<file path="src/rtl/bpred_pkg.sv">
// Shared definitions for the gshare branch predictor: LoongArch32 branch
// opcodes, 2-bit counter encodings and the init/run FSM state type.
package bpred_pkg;

  // Conditional branch opcodes (inst[31:26]), offs16 in inst[25:10]
  localparam logic [5:0] OP_BEQ  = 6'h16;
  localparam logic [5:0] OP_BNE  = 6'h17;
  localparam logic [5:0] OP_BLT  = 6'h18;
  localparam logic [5:0] OP_BGE  = 6'h19;
  localparam logic [5:0] OP_BLTU = 6'h1A;
  localparam logic [5:0] OP_BGEU = 6'h1B;

  // Unconditional branch opcodes, offs26 = {inst[9:0], inst[25:10]}
  localparam logic [5:0] OP_B    = 6'h14;
  localparam logic [5:0] OP_BL   = 6'h15;

  // Saturating counter encodings; the upper bit is the taken prediction
  localparam logic [1:0] SNT = 2'd0;
  localparam logic [1:0] WNT = 2'd1;
  localparam logic [1:0] WT  = 2'd2;
  localparam logic [1:0] ST  = 2'd3;

  // INIT sweeps the table after reset, RUN predicts and trains
  typedef enum logic {
    INIT,
    RUN
  } bpred_state_t;

endpackage

</file>
<file path="src/rtl/gshare_bpred_br_decode.sv">
// Branch decoder: classifies the fetched instruction as conditional,
// unconditional or neither, and computes its PC-relative target.
module br_decode
  import bpred_pkg::*;
(
  input  logic [31:0] pc_i,
  input  logic [31:0] inst_i,
  output logic        is_cond_o,
  output logic        is_uncond_o,
  output logic [31:0] target_o
);

  logic [5:0]  opcode;
  logic [31:0] offs16Ext;
  logic [31:0] offs26Ext;

  // Opcode classification and target adders; the carry out of bit 31 is discarded
  always_comb begin
    opcode      = inst_i[31:26];
    offs16Ext   = {{14{inst_i[25]}}, inst_i[25:10], 2'b00};
    offs26Ext   = {{4{inst_i[9]}}, inst_i[9:0], inst_i[25:10], 2'b00};
    is_cond_o   = (opcode == OP_BEQ)  || (opcode == OP_BNE)  ||
                  (opcode == OP_BLT)  || (opcode == OP_BGE)  ||
                  (opcode == OP_BLTU) || (opcode == OP_BGEU);
    is_uncond_o = (opcode == OP_B) || (opcode == OP_BL);
    target_o    = is_uncond_o ? (pc_i + offs26Ext) : (pc_i + offs16Ext);
  end

endmodule

</file>
<file path="src/rtl/gshare_bpred.sv">
// Gshare direction/target predictor for the fetch stage. A table of 2-bit
// counters indexed by PC (optionally XORed with a speculative GHR) gives a
// combinational next-PC; EX trains the counters and repairs the GHR.
module gshare_bpred
  import bpred_pkg::*;
#(
  parameter int         IDX_W    = 6,
  parameter int         HIST_W   = 4,
  parameter bit         USE_GHR  = 1'b1,
  parameter logic [1:0] INIT_CTR = WNT
) (
  input  logic              clk,
  input  logic              reset,
  input  logic              fetch_fire,
  input  logic [31:0]       pc,
  input  logic [31:0]       inst,
  output logic [31:0]       pre_pc,
  output logic              pred_taken,
  output logic [IDX_W-1:0]  pred_idx,
  output logic [HIST_W-1:0] pred_ghr,
  input  logic              upd_valid,
  input  logic [IDX_W-1:0]  upd_idx,
  input  logic [HIST_W-1:0] upd_ghr,
  input  logic              upd_taken,
  input  logic              upd_mispredict,
  output logic              ready
);

  localparam int DEPTH = 1 << IDX_W;

  bpred_state_t      state_q, state_d;
  logic [IDX_W-1:0]  init_ptr_q, init_ptr_d;
  logic [HIST_W-1:0] ghr_q, ghr_d;
  logic [1:0]        pht_q [DEPTH];

  logic              isCond;
  logic              isUncond;
  logic [31:0]       target;
  logic [1:0]        ctrRead;
  logic [1:0]        ctrTrained;
  logic [HIST_W:0]   repairShift;
  logic [HIST_W:0]   specShift;

  br_decode u_decode (
    .pc_i        (pc),
    .inst_i      (inst),
    .is_cond_o   (isCond),
    .is_uncond_o (isUncond),
    .target_o    (target)
  );

  // Prediction path: index hash, counter read and next-PC select
  always_comb begin
    if (USE_GHR) pred_idx = pc[IDX_W+1:2] ^ IDX_W'(ghr_q);
    else         pred_idx = pc[IDX_W+1:2];
    pred_ghr   = ghr_q;
    ready      = (state_q == RUN);
    ctrRead    = pht_q[pred_idx];
    pred_taken = ready && (isUncond || (isCond && (ctrRead >= WT)));
    pre_pc     = pred_taken ? target : (pc + 32'd4);
  end

  // Saturating increment/decrement of the counter being trained
  always_comb begin
    ctrTrained = pht_q[upd_idx];
    if (upd_taken) begin
      if (ctrTrained != ST) ctrTrained = ctrTrained + 2'd1;
    end else begin
      if (ctrTrained != SNT) ctrTrained = ctrTrained - 2'd1;
    end
  end

  // Next state: init sweep pointer, INIT->RUN handoff and GHR repair/speculation
  always_comb begin
    state_d     = state_q;
    init_ptr_d  = init_ptr_q;
    ghr_d       = ghr_q;
    repairShift = {upd_ghr, upd_taken};
    specShift   = {ghr_q, pred_taken};
    case (state_q)
      INIT: begin
        init_ptr_d = init_ptr_q + 1'b1;
        if (init_ptr_q == '1) state_d = RUN;
      end
      RUN: begin
        if (USE_GHR) begin
          if (upd_valid && upd_mispredict) ghr_d = repairShift[HIST_W-1:0];
          else if (fetch_fire && isCond)   ghr_d = specShift[HIST_W-1:0];
        end
      end
      default: state_d = INIT;
    endcase
  end

  // State, sweep pointer and history registers with synchronous reset
  always_ff @(posedge clk) begin
    if (reset) begin
      state_q    <= INIT;
      init_ptr_q <= '0;
      ghr_q      <= '0;
    end else begin
      state_q    <= state_d;
      init_ptr_q <= init_ptr_d;
      ghr_q      <= ghr_d;
    end
  end

  // Counter table write: sweep fill during INIT, training during RUN
  always_ff @(posedge clk) begin
    if (!reset) begin
      if (state_q == INIT)  pht_q[init_ptr_q] <= INIT_CTR;
      else if (upd_valid)   pht_q[upd_idx]    <= ctrTrained;
    end
  end

endmodule

</file>
<file path="config.mk">
export PLATFORM = sky130hd
export DESIGN_NAME = gshare_bpred
export DESIGN_NICKNAME = d
export VERILOG_FILES = /design/src/rtl/bpred_pkg.sv /design/src/rtl/gshare_bpred_br_decode.sv /design/src/rtl/gshare_bpred.sv
export SDC_FILE = /design/constraint.sdc
export NUM_CORES = 1
export LEC_CHECK = 0
export CORE_MARGIN = 2
export CORE_UTILIZATION = 55
export CTS_CLUSTER_SIZE = 16
export DETAILED_ROUTE_END_ITERATION = 8
export PLACE_DENSITY_LB_ADDON = 0.2
export RECOVER_POWER = 50
export SLEW_MARGIN = 20
export SYNTH_ARGS = -nofsm -noshare
export SYNTH_HDL_FRONTEND = slang
export SYNTH_SLANG_ARGS = --single-unit
</file>
<file path="constraint.sdc">
create_clock -name clk -period 6.7 [get_ports clk]
set_input_delay 1.005 -clock clk [delete_from_list [all_inputs] [get_ports clk]]
set_output_delay 1.005 -clock clk [all_outputs]
set_load 0.02 [all_outputs]
</file>
# Word-level counts from Yosys, hierarchy flattened
# Memories as Yosys holds them, arrays and structs flattened.
# Index checks and enable logic that the tools add are counted.
dict set report word_totals {
  register_bits 11
  ram_bits 128
  output_inout_bits 44
  word_cells 56
  memories 1
}
# name words width read_ports rd_ports_with_merged_regs wr line_no
set memory_table {}
lappend memory_table {pht_q 64 2 2 0 1 gshare_bpred.sv:34} ;# logic [1:0] pht_q [DEPTH];
dict set report op_classes {
  addsub 6
  n_lt_le_gt_ge 1
  n_eq_ne 10
  n_mux 19
  bitwise 1
  reduce_logical 15
}
# op n
set ops {}
lappend ops {{adder 32 bit} 2}
lappend ops {{two-way mux 32 bit} 2}
lappend ops {{== test 6 x 5 -> 1 bit (second input constant)} 8}
lappend ops {{adder 32 x 3 -> 32 bit (second input constant)} 1}
lappend ops {{two-way mux 1 bit} 10}
lappend ops {{two-way mux 2 bit} 4}
lappend ops {{two-way mux 4 bit} 2}
lappend ops {{logical OR 1 bit} 7}
lappend ops {{adder 6 x 1 -> 6 bit (second input constant)} 1}
lappend ops {{== test 6 bit (second input constant)} 1}
lappend ops {{two-way mux 6 bit} 1}
lappend ops {{XOR 6 x 4 -> 6 bit} 1}
lappend ops {{logical AND 1 bit} 4}
lappend ops {{nonzero test 2 bit} 2}
lappend ops {{adder 2 x 1 -> 2 bit (second input constant)} 1}
lappend ops {{>= comparator 2 bit (second input constant)} 1}
lappend ops {{inequality test 2 bit (second input constant)} 1}
lappend ops {{AND reduction 2 bit} 1}
lappend ops {{OR reduction 2 bit} 1}
lappend ops {{subtractor 2 x 1 -> 2 bit (second input constant)} 1}

# Longest topological paths before layout
# Gate-level depths: netlist (run 1).
dict set report logic_depth {
  ltp_word 11
  depth_mapped 19
  mapped_depth_nobuf 18
}

# By module
# A second synthesis (run 1) with hierarchy kept.
dict set report hier_totals {
  cells_unflattened 839
  area_unflattened_um2 9490.4
}
# mod n_inst cells_each area_per_inst_um2 seq_area_each_um2
set modules_own_cells {}
lappend modules_own_cells {gshare_bpred 1 596 7687.4 4063.9}
lappend modules_own_cells {br_decode 1 243 1803.0 0.0}

# Worst setup path before layout (run 1)
# No wires, ideal clock.
dict set report synth_timing {
  path_kind {in2out}
  from {input port pc[2]}
  to {output port pre_pc[18]}
  t_arrival_ns 5.499
  slack_ns 0.196
  cell_stages 18
  n_path_buf 1
  cell_sequence {xor2_4 -> mux4_1 -> a211oi_1 -> nand3_1 -> nor4b_2 -> buf_2 -> or3_1 -> ha_1 -> inv_1 -> fa_1 -> nor2b_1 -> o31a_1 -> o31ai_1 -> o31ai_1 -> a21o_1 -> a21o_1 -> a21oi_1 -> o311ai_0}
}
dict set report synth_via {
  elab_chain_len 7
  elab_cells_between_ends 11
}
# item line_no
set synth_lines {}
lappend synth_lines {{start: declaration} gshare_bpred.sv:15} ;# input logic [31:0] pc,
lappend synth_lines {{XOR 6 x 4 -> 6 bit} gshare_bpred.sv:54} ;# if (USE_GHR) pred_idx = pc[IDX_W+1:2] ^ IDX_W'(ghr_q);
lappend synth_lines {{memory (64 x 2 bit)} --}
lappend synth_lines {{>= comparator 2 bit} gshare_bpred.sv:59} ;# pred_taken = ready && (isUncond || (isCond && (ctrRead >= WT)));
lappend synth_lines {{logical AND 1 bit} gshare_bpred.sv:59}
lappend synth_lines {{logical OR 1 bit} gshare_bpred.sv:59}
lappend synth_lines {{logical AND 1 bit} gshare_bpred.sv:59}
lappend synth_lines {{two-way mux 32 bit (*)} gshare_bpred.sv:60} ;# pre_pc = pred_taken ? target : (pc + 32'd4);
lappend synth_lines {{end: declaration} gshare_bpred.sv:17} ;# output logic [31:0] pre_pc,
# Every way passes the cells marked *; elsewhere a longest branch is shown, timed or not.

# Worst setup path after layout (run 1)
dict set report layout_timing {
  from {input port pc[2]}
  to {output port pre_pc[14]}
}
# The elaborated chain is that of the path after synthesis.

==> out/qor.csv, run 1 <==
metric;value;unit
GRT Overall Usage;0.2927;
horizontal die dimension;127.1;µm
global placement routability congestion;0.9866;
via count;6645;
Slew @ Worst Pin;1.774;ns
Max-cap violations;1;
met3 track utilization from global routing;0.05821;
cell type with the highest aggregate area in the netlist;edfxtp_1;
aggregate global routing overflow;0;
FMAX;155.0;MHz
logic gate share of total power;0.121;
synth cell count leaders;edfxtp_1, nor2_1, nand2_1, mux4_2, ha_1;
xor-xnor portion of the synthesized cell area;0.03573;
initial antenna violation count;0;
switching part of the total power;0.2357;
number of enable flip-flop cells after synthesis;128;
main combinational cell family by area after synthesis;multiplexers;
maximum resistive drop on vdd;0.0002377;V
clock network power share;0.423;
Ys Warns;0;
count of clock tree sinks;139;
Critical Path End Type;output pin;
via density per instance;6.193;
slack of the critical path;0.2495;ns
number of standard cells after synthesis;678;
worst hold path type;flop to flop;
final hold vios;0;
count of final max-slew check failures;29;
met1 demand-to-capacity share in global routing;0.3565;
GR Util met2;0.5161;
final worst-path cycle share;0.9628;
total DRC errors in the routed layout;0;
Max-slew headroom;-0.1824;
status;finished, violations left;
Util after Layout;0.7504;
detailed router's first-iteration violation count;653;
insertion delay to the later sink of the worst-skew pair;0.43;ns
Total Die Area;0.01616;mm²
share of total power in sequential cells;0.456;
num rows;44;
post-place setup slack;-0.8207;ns
overall die height;127.1;µm
Yosys cell types;62;
first-pass detailed-route iteration total;5;
Sw Pwr;0.4857;mW
number of nets in the layout;987;
top cell type's share of synthesized area;0.4611;
signed area change from the synthesized netlist to the final layout;31.84;%
wire per inst;21.84;µm
root cell of the clock tree;clkbuf_16;
Data required, critical path;5.69;ns
Startpoint Class;primary input;
ant diodes;0;
clock period minus final worst setup slack;6.451;ns
number of buffer cells added on primary ports;117;
Power per Cell Area;187.5;mW/mm²
compound-cell area share of the yosys netlist;0.1012;
violations in the final reports;capacitance limit, slew limit;
count of H-tree levels built during CTS;4;
share of cells above drive strength 1;0.2430;
placed cell areas;0.01030;mm²
clock skew;0.009338;ns
effective utilization at floorplan;0.5692;
count of state elements after synthesis;139;
Setup Viol. Count Final;0;
kind of critical path;primary input to output pin;
Mapped Area;0.008335;mm²
Async S/R FF share, synth;0;
TritonCTS clock tree;done;
core region area;0.01464;mm²
adder and majority gate portion of the synthesized area;0.04743;
mux share of post-synthesis cell area;0.1684;
wire length of the first global-routing pass;35600;µm
reg-to-reg slack, setup;3.05;ns
proportion of synthesized chip area in sequential cells;0.4875;
via count of the first global-routing pass;6636;
Critical Path Fanout Max;6;
CTS Buf Count;17;
Non-Filler Cell Area, Final;0.01099;mm²
arrival time at the worst endpoint;5.45;ns
static leakage;4.312;nW
Mapped Nets;789;
maximum number of pins on one net before global-route repair;57;
most area-consuming cells after synthesis;edfxtp_1, mux4_2, ha_1, nor2_1, mux4_1;
routed wire length;23440;µm
Clock Tree Buf Depth;2;
most frequent cell after synthesis;edfxtp_1;
most heavily used metal layer in global routing;met2;
Final TNS setup;0;ns
internal portion of total power;1.575;mW
simple logic cell fraction of the synthesized area;0.1310;
remaining antenna violation count after routing;0;
Avg Cell Area, Syn;12.29;µm²
prevailing post-synth register cell;edfxtp_1;
Boundary Pins;124;
DPL Wire Length;16410;µm
CTS clock-pin slew for the worst setup and hold paths;0.06;ns
## cells in the final DEF (no fill, tap or decap), types with 4 or more instances in the layout
master / count
nand2b_1: 8
dfxtp_1: 11
mux4_2: 50
nand3b_1: 5
ha_1: 26
inv_1: 21
and2_1: 15
clkinvlp_4: 5
nand2_1: 53
or3_1: 6
o211ai_1: 4
nor2b_1: 5
edfxtp_1: 128
mux2i_1: 6
nor3_1: 8
o21a_1: 7
a21o_1: 8
a211oi_2: 4
dlymetal6s2s_1: 5
a311oi_1: 4
xnor2_1: 18
clkinv_2: 4
nor2_1: 93
a21oi_1: 23
mux4_1: 8
nand3_1: 24
clkdlybuf4s50_1: 82
o21bai_1: 5
dlygate4sd2_1: 5
o21ai_0: 15
a211oi_1: 12
o21ai_1: 6
xor2_1: 11
dlygate4sd3_1: 14
a31oi_1: 4
clkbuf_16: 17
buf_4: 90
and3_1: 6
## power groups by stage
stage / registers (mW) / logic [mW] / clock network [mW]
after floorplan: 0.957 / 0.123 / 0
after global placement: 0.958 / 0.239 / 0
after detailed placement: 0.958 / 0.245 / 0
after CTS: 0.940 / 0.245 / 0.877
after global routing: 0.940 / 0.265 / 0.908
final: 0.940 / 0.249 / 0.871
## final timing paths
check	start	end	cells after the start
min reg2reg	pred_ghr[3]$_SDFFE_PP0P_	pred_ghr[3]$_SDFFE_PP0P_	2
max reg2reg	pht_q[11][0]$_DFFE_PP_	pht_q[63][0]$_DFFE_PP_	7
min	pred_ghr[3]$_SDFFE_PP0P_	pred_ghr[3]$_SDFFE_PP0P_	2
max	pc[2]	pre_pc[14]	21
## critical path, cell delays in order
cell	delay, ns
buf_2	0.14
xor2_4	0.18
buf_12	0.15
buf_12	0.11
mux4_2	0.54
o211ai_1	0.27
a21oi_2	0.09
nor4b_2	0.25
buf_4	0.17
or3_1	0.15
ha_1	0.18
inv_1	0.06
fa_2	0.36
nor2b_2	0.14
o31a_1	0.24
o31ai_4	0.09
o31ai_2	0.24
buf_4	0.15
buf_4	0.10
xor2_1	0.19
clkdlybuf4s50_1	0.63
## logic make-up (layout without fill, tap and decap cells)
kind of cell,count (synthesis),in the layout
muxes,64,64
buffers and inverters,52,263
adders and majority gates,31,31
and+or+nand+nor,237,237
xor gates and xnor gates,31,31
AOI/OAI and AO/OA,124,124
DFF,139,139
## metrics by stage
step | power (mW) | hold WS, ns | instances
2_1_floorplan | 1.080 | 0.5153 | 678
4_1_cts | 2.062 | 0.5569 | 1071
6_report | 2.060 | 0.5487 | 1073
5_1_grt | 2.113 | 0.5903 | 1073
3_3_place_gp | 1.197 | 0.5163 | 1036
3_5_place_dp | 1.203 | 0.5439 | 1037
## state kept, by name, indices dropped and copies added, names as in the netlist
signal	count
init_ptr_q	6
pht_q	128
pred_ghr	4
ready	1
## what timing repair did
item | CTS | global route
resized for setup | 37 | 56
pin swaps | 4 | 16
hold buffers | 0 | 0
buffers inserted | 2 | 2
setup endpoints to repair | 22 | 21
## routing by layer
metal | up-vias | part of all wire
li1 | 3022 | -
met1 | 3248 | 0.39
met2 | 316 | 0.51
met3 | 59 | 0.069
met4 | 0 | 0.032
met5 | - | 0
## layout make-up
class,instances,area [µm²]
Multi-Input combinational cell,487,4199
Sequential cell,139,4064
Fill cell,944,3655
Timing Repair Buffer,209,1862
Clock buffer,18,429.2
Tap cell,184,230.2
Clock inverter,14,122.6
Inverter,22,82.58
Power figures use the tool's default switching activity.
==> inputs of run 2 (changes only) <==
--- a/config.mk
+++ b/config.mk
@@ -5,12 +5,13 @@
 export SDC_FILE = /design/constraint.sdc
 export NUM_CORES = 1
 export LEC_CHECK = 0
-export CORE_MARGIN = 2
+export CORE_MARGIN = 4
 export CORE_UTILIZATION = 55
 export CTS_CLUSTER_SIZE = 16
 export DETAILED_ROUTE_END_ITERATION = 8
 export PLACE_DENSITY_LB_ADDON = 0.2
 export RECOVER_POWER = 50
+export REMOVE_ABC_BUFFERS = 1
 export SLEW_MARGIN = 20
 export SYNTH_ARGS = -nofsm -noshare
 export SYNTH_HDL_FRONTEND = slang
==> run 2 against run 1 <==
Effect of this change:
- critical path depth is 1 higher
- count of clock-buffer cells in the layout did not move
- critical endpoint is now pre_pc[16]
- cell area up 2.9%
- the run still ends with capacitance limit, slew limit left
- largest cell class unchanged
- global-route usage decreased by 0.62 points
==> out/qor.csv, run 2 (synthesis results as in run 1) <==
metric;value;unit
status;finished, violations left;
violations in the final reports;capacitance limit, slew limit;
CTS Buf Count;17;
Max-cap violations;1;
wire per inst;22.80;µm
aggregate global routing overflow;0;
number of nets in the layout;1001;
wire length of the first global-routing pass;38410;µm
FMAX;154.0;MHz
ant diodes;0;
Startpoint Class;primary input;
maximum number of pins on one net before global-route repair;45;
first-pass detailed-route iteration total;5;
final hold vios;0;
insertion delay to the later sink of the worst-skew pair;0.43;ns
most common cell after layout, fill and taps aside;edfxtp_1;
detailed router's first-iteration violation count;680;
max FFs per register;128;
initial antenna violation count;0;
via count of the first global-routing pass;7060;
Non-Filler Cell Area, Final;0.01131;mm²
Setup Viol. Count Final;0;
Power per Cell Area;194.1;mW/mm²
routed wire length;24780;µm
kind of critical path;primary input to output pin;
horizontal die dimension;131.1;µm
placed cell areas;0.01026;mm²
signed area change from the synthesized netlist to the final layout;35.63;%
Slew @ Worst Pin;1.915;ns
num rows;44;
overall die height;131.1;µm
number of buffer cells added on primary ports;117;
final worst-path cycle share;0.9693;
Boundary Pins;124;
Max-slew headroom;-0.2766;
Clock Tree Buf Depth;2;
Critical Path Fanout Max;6;
count of clock tree sinks;139;
share of cells above drive strength 1;0.2746;
via count;6834;
fillers;885;
area used by sequential logic in the layout;0.004064;mm²
largest register by flop count;pht_q;
remaining antenna violation count after routing;0;
clock skew;0.01379;ns
Critical Path End Type;output pin;
GRT Overall Usage;0.2865;
core region area;0.01470;mm²
Final TNS setup;0;ns
global placement routability congestion;0.9269;
worst hold path type;flop to flop;
DPL Wire Length;17260;µm
TritonCTS clock tree;done;
total DRC errors in the routed layout;0;
via density per instance;6.287;
CTS clock-pin slew for the worst setup and hold paths;0.06;ns
maximum resistive drop on vdd;0.0003038;V
static leakage;4.394;nW
leading cell types in the layout, fill and taps excluded;edfxtp_1, buf_4, nor2_1;
combined area of the multi-input logic cells;0.004312;mm²
Total Die Area;0.01719;mm²
clock period minus final worst setup slack;6.495;ns
count of final max-slew check failures;26;
effective utilization at floorplan;0.5671;
# hold bufs at CTS;0;
root cell of the clock tree;clkbuf_16;
Data required, critical path;5.69;ns
arrival time at the worst endpoint;5.49;ns
count of H-tree levels built during CTS;4;
-- run 2: power by group --
part           leakage [nW]  internal (mW)  switching [mW]
Clock                 0.295          0.624           0.360
Combinational          2.59          0.139           0.131
Sequential             1.51          0.937         0.00379
Total                  4.39           1.70           0.495
-- run 2: area by class of cell --
| class | count | share of cell area |
|---|---|---|
| Clock buffer | 18 | 0.03796 |
| Timing Repair Buffer | 223 | 0.1761 |
| Multi-Input combinational cell | 487 | 0.3814 |
| Tap cell | 184 | 0.02036 |
| Clock inverter | 14 | 0.01726 |
| Sequential cell | 139 | 0.3595 |
| Inverter | 22 | 0.007525 |
-- run 2: stage by stage --
stage               utilization  power (mW)  setup slack [ns]  cells  hold slack, ns
global placement         0.6978       1.200           -0.8777   1035          0.5450
detailed placement       0.6978       1.206           -0.9924   1035          0.5579
finish                   0.7692       2.194            0.2054   1087          0.5837
floorplan                     -       1.062           -0.5646    648          0.5093
global route             0.7692       2.255          -0.07544   1087          0.5848
CTS                      0.7590       2.191           0.01488   1078          0.5841
-- run 2: timing repair --
item	CTS	global route
pin swaps	24	25
endpoints found under the setup margin	23	18
cloned	1	0
buffers inserted	10	10
resized for setup	90	28
endpoints found under the hold margin	0	0
-- run 2: worst paths after layout --
kind / startpoint / end / slack, ns / cells after the start
worst min-delay path: pred_ghr[2]$_SDFFE_PP0P_ / pred_ghr[3]$_SDFFE_PP0P_ / 0.58 / 2
worst min register to register: pred_ghr[2]$_SDFFE_PP0P_ / pred_ghr[3]$_SDFFE_PP0P_ / 0.58 / 2
worst max register to register: pht_q[63][0]$_DFFE_PP_ / pht_q[35][0]$_DFFE_PP_ / 3.34 / 7
worst max-delay path: pc[2] / pre_pc[16] / 0.21 / 22
-- run 2: routing by layer --
layer,track usage,routed length (µm),vias to the layer above,part of all wire
met3,0.06002,1936,88,0.078
met1,0.3447,9159,3320,0.37
met5,0,0,-,0
met2,0.4942,12470,383,0.50
li1,-,-,3043,-
met4,0.1412,1212,0,0.049
-- run 2: worst max-delay path, stage by stage --
cell and delay [ns]:
clkbuf_2 0.09, buf_6 0.12, xor2_4 0.24, buf_12 0.17, mux4_1 0.60, a211oi_1 0.29, nand3_1 0.18, o221ai_4 0.26
or3_1 0.15, ha_2 0.19, inv_2 0.04, fa_2 0.38, nor2b_2 0.15, o31a_1 0.22, o31ai_4 0.12, o31ai_4 0.29
a21o_1 0.16, a21o_1 0.15, buf_6 0.11, buf_4 0.09, xor2_1 0.12, dlygate4sd2_1 0.34
==> inputs of run 3 (changes only) <==
--- a/config.mk
+++ b/config.mk
@@ -5,6 +5,8 @@
 export SDC_FILE = /design/constraint.sdc
 export NUM_CORES = 1
 export LEC_CHECK = 0
+export ABC_CLOCK_PERIOD_IN_PS = 6700
+export CORE_ASPECT_RATIO = 0.7
 export CORE_MARGIN = 4
 export CORE_UTILIZATION = 55
 export CTS_CLUSTER_SIZE = 16
@@ -16,3 +18,4 @@
 export SYNTH_ARGS = -nofsm -noshare
 export SYNTH_HDL_FRONTEND = slang
 export SYNTH_SLANG_ARGS = --single-unit
+export TNS_END_PERCENT = 1
==> run 3 against run 2 <==
Effect of this change:
- the flow now finishes without violations
- cell area down 2.2%
- total power down 1.9%
- hold slack worse by 0.034 ns
- critical path type unchanged
- critical endpoint is now pre_pc[29]
- largest cell class unchanged
- largest power group unchanged
==> out/qor.csv, run 3 (synthesis results as in run 1) <==
metric;value;unit
TritonCTS clock tree;done;
Slew @ Worst Pin;0.9216;ns
Max-cap violations;0;
GRT Overall Usage;0.2802;
maximum number of pins on one net before global-route repair;65;
# hold bufs at CTS;0;
final hold vios;0;
most common cell after layout, fill and taps aside;edfxtp_1;
Critical Path End Type;output pin;
Critical Path Fanout Max;8;
clock period minus final worst setup slack;6.585;ns
horizontal die dimension;155.1;µm
Max-slew headroom;0.3833;
signed area change from the synthesized netlist to the final layout;32.69;%
count of H-tree levels built during CTS;4;
Setup Viol. Count Final;0;
remaining antenna violation count after routing;0;
detailed router's first-iteration violation count;530;
area used by sequential logic in the layout;0.004064;mm²
combined area of the multi-input logic cells;0.004208;mm²
count of clock tree sinks;139;
Boundary Pins;124;
via count;6756;
number of buffer cells added on primary ports;117;
max FFs per register;128;
fillers;924;
num rows;37;
Clock Tree Buf Depth;2;
core region area;0.01477;mm²
Total Die Area;0.01722;mm²
kind of critical path;primary input to output pin;
reg-to-reg slack, setup;3.60;ns
DPL Wire Length;17280;µm
post-layout total power;2.152;mW
FMAX;151.9;MHz
setup repair after global routing missed its margin;yes;
share of cells above drive strength 1;0.2483;
largest register by flop count;pht_q;
number of nets in the layout;989;
most heavily used metal layer in global routing;met2;
leading cell types in the layout, fill and taps excluded;edfxtp_1, nor2_1, buf_4;
first-pass detailed-route iteration total;6;
static leakage;4.319;nW
CTS Buf Count;17;
count of final max-slew check failures;0;
maximum resistive drop on vdd;0.0001982;V
total DRC errors in the routed layout;0;
Data required, critical path;5.69;ns
aggregate global routing overflow;0;
met3 track utilization from global routing;0.09286;
root cell of the clock tree;clkbuf_16;
post-place setup slack;-0.8863;ns
initial antenna violation count;0;
met1 demand-to-capacity share in global routing;0.3927;
CTS clock-pin slew for the worst setup and hold paths;0.06;ns
clock skew;0.007195;ns
slack of the critical path;0.1148;ns
Startpoint Class;primary input;
arrival time at the worst endpoint;5.58;ns
status;complete, no violations;
effective utilization at floorplan;0.5644;
overall die height;111;µm
ant diodes;0;
wire per inst;22.42;µm
Util after Layout;0.7490;
worst hold path type;flop to flop;
via density per instance;6.227;
via count of the first global-routing pass;6722;
final worst-path cycle share;0.9829;
insertion delay to the later sink of the worst-skew pair;0.42;ns
global placement routability congestion;0.9992;
wire length of the first global-routing pass;37180;µm
Power per Cell Area;194.6;mW/mm²
routed wire length;24330;µm
GR Util met2;0.4240;
run 3: cell types whose count changed in the layout (fill, tap and decap cells not counted), sizes merged, moves of 2 or more:
cell and delta:
clkinv +2, dlygate4sd2 -3, clkdlybuf4s50 +6, buf -11
clkbuf -2, dlygate4sd3 -6, dlymetal6s2s +2
run 3: through the flow:
step	hold WS (ns)	cells	cell area, µm²	setup TNS (ns)
after CTS	0.5555	1080	10960	-0.3069
after detailed placement	0.5487	1047	10320	-12.13
after global routing	0.5933	1085	11060	-0.2339
final	0.5493	1085	11060	0
after floorplan	0.5093	648	8179	-2.433
after global placement	0.5412	1047	10320	-10.53
run 3: per-layer routing:
layer	up-vias	share of wire
met5	-	0
met4	0	0.021
met3	48	0.098
met2	327	0.47
met1	3359	0.41
li1	3022	-
run 3: power breakdown:
group          total [mW]  switching [mW]  internal [mW]  leakage, nW
Combinational       0.257           0.127          0.130         2.53
Clock               0.956           0.371          0.584        0.285
Sequential          0.939         0.00302          0.936         1.51
run 3: worst paths after layout:
| path | from | end | cells after the start |
|---|---|---|---|
| worst max-delay path | pc[2] | pre_pc[29] | 23 |
| worst max register to register | pht_q[43][0]$_DFFE_PP_ | pht_q[61][0]$_DFFE_PP_ | 7 |
| worst min register to register | pred_ghr[1]$_SDFFE_PP0P_ | pred_ghr[2]$_SDFFE_PP0P_ | 2 |
| worst min-delay path | pred_ghr[1]$_SDFFE_PP0P_ | pred_ghr[2]$_SDFFE_PP0P_ | 2 |
run 3: final cells by class:
cell class | instances | area share
Sequential cell | 139 | 0.3674
Clock buffer | 17 | 0.03846
Clock inverter | 14 | 0.01550
Multi-Input combinational cell | 488 | 0.3804
Timing Repair Buffer | 210 | 0.1686
Tap cell | 195 | 0.02206
Inverter | 22 | 0.007579
run 3: what timing repair did:
action / 4_1_cts / 5_1_grt
resized for setup: 53 / 39
cloned: 0 / 1
setup endpoints to repair: 22 / 22
setup buffers: 2 / 4
pin swaps: 3 / 13
run 3: critical path, cell delays in order:
cell       delay (ns)
buf_2            0.15
xor2_4           0.17
buf_12           0.16
buf_4            0.15
mux4_1           0.54
mux2i_1          0.22
nor2_1           0.10
nor4b_4          0.41
buf_4            0.19
nor2_2           0.08
and2_1           0.17
ha_2             0.37
nand2_1          0.10
o21ai_0          0.16
a21o_1           0.27
a211oi_1         0.08
buf_4            0.18
nor3_2           0.26
o31ai_2          0.10
buf_4            0.15
a211o_1          0.28
o2111ai_1        0.10
buf_4            0.17
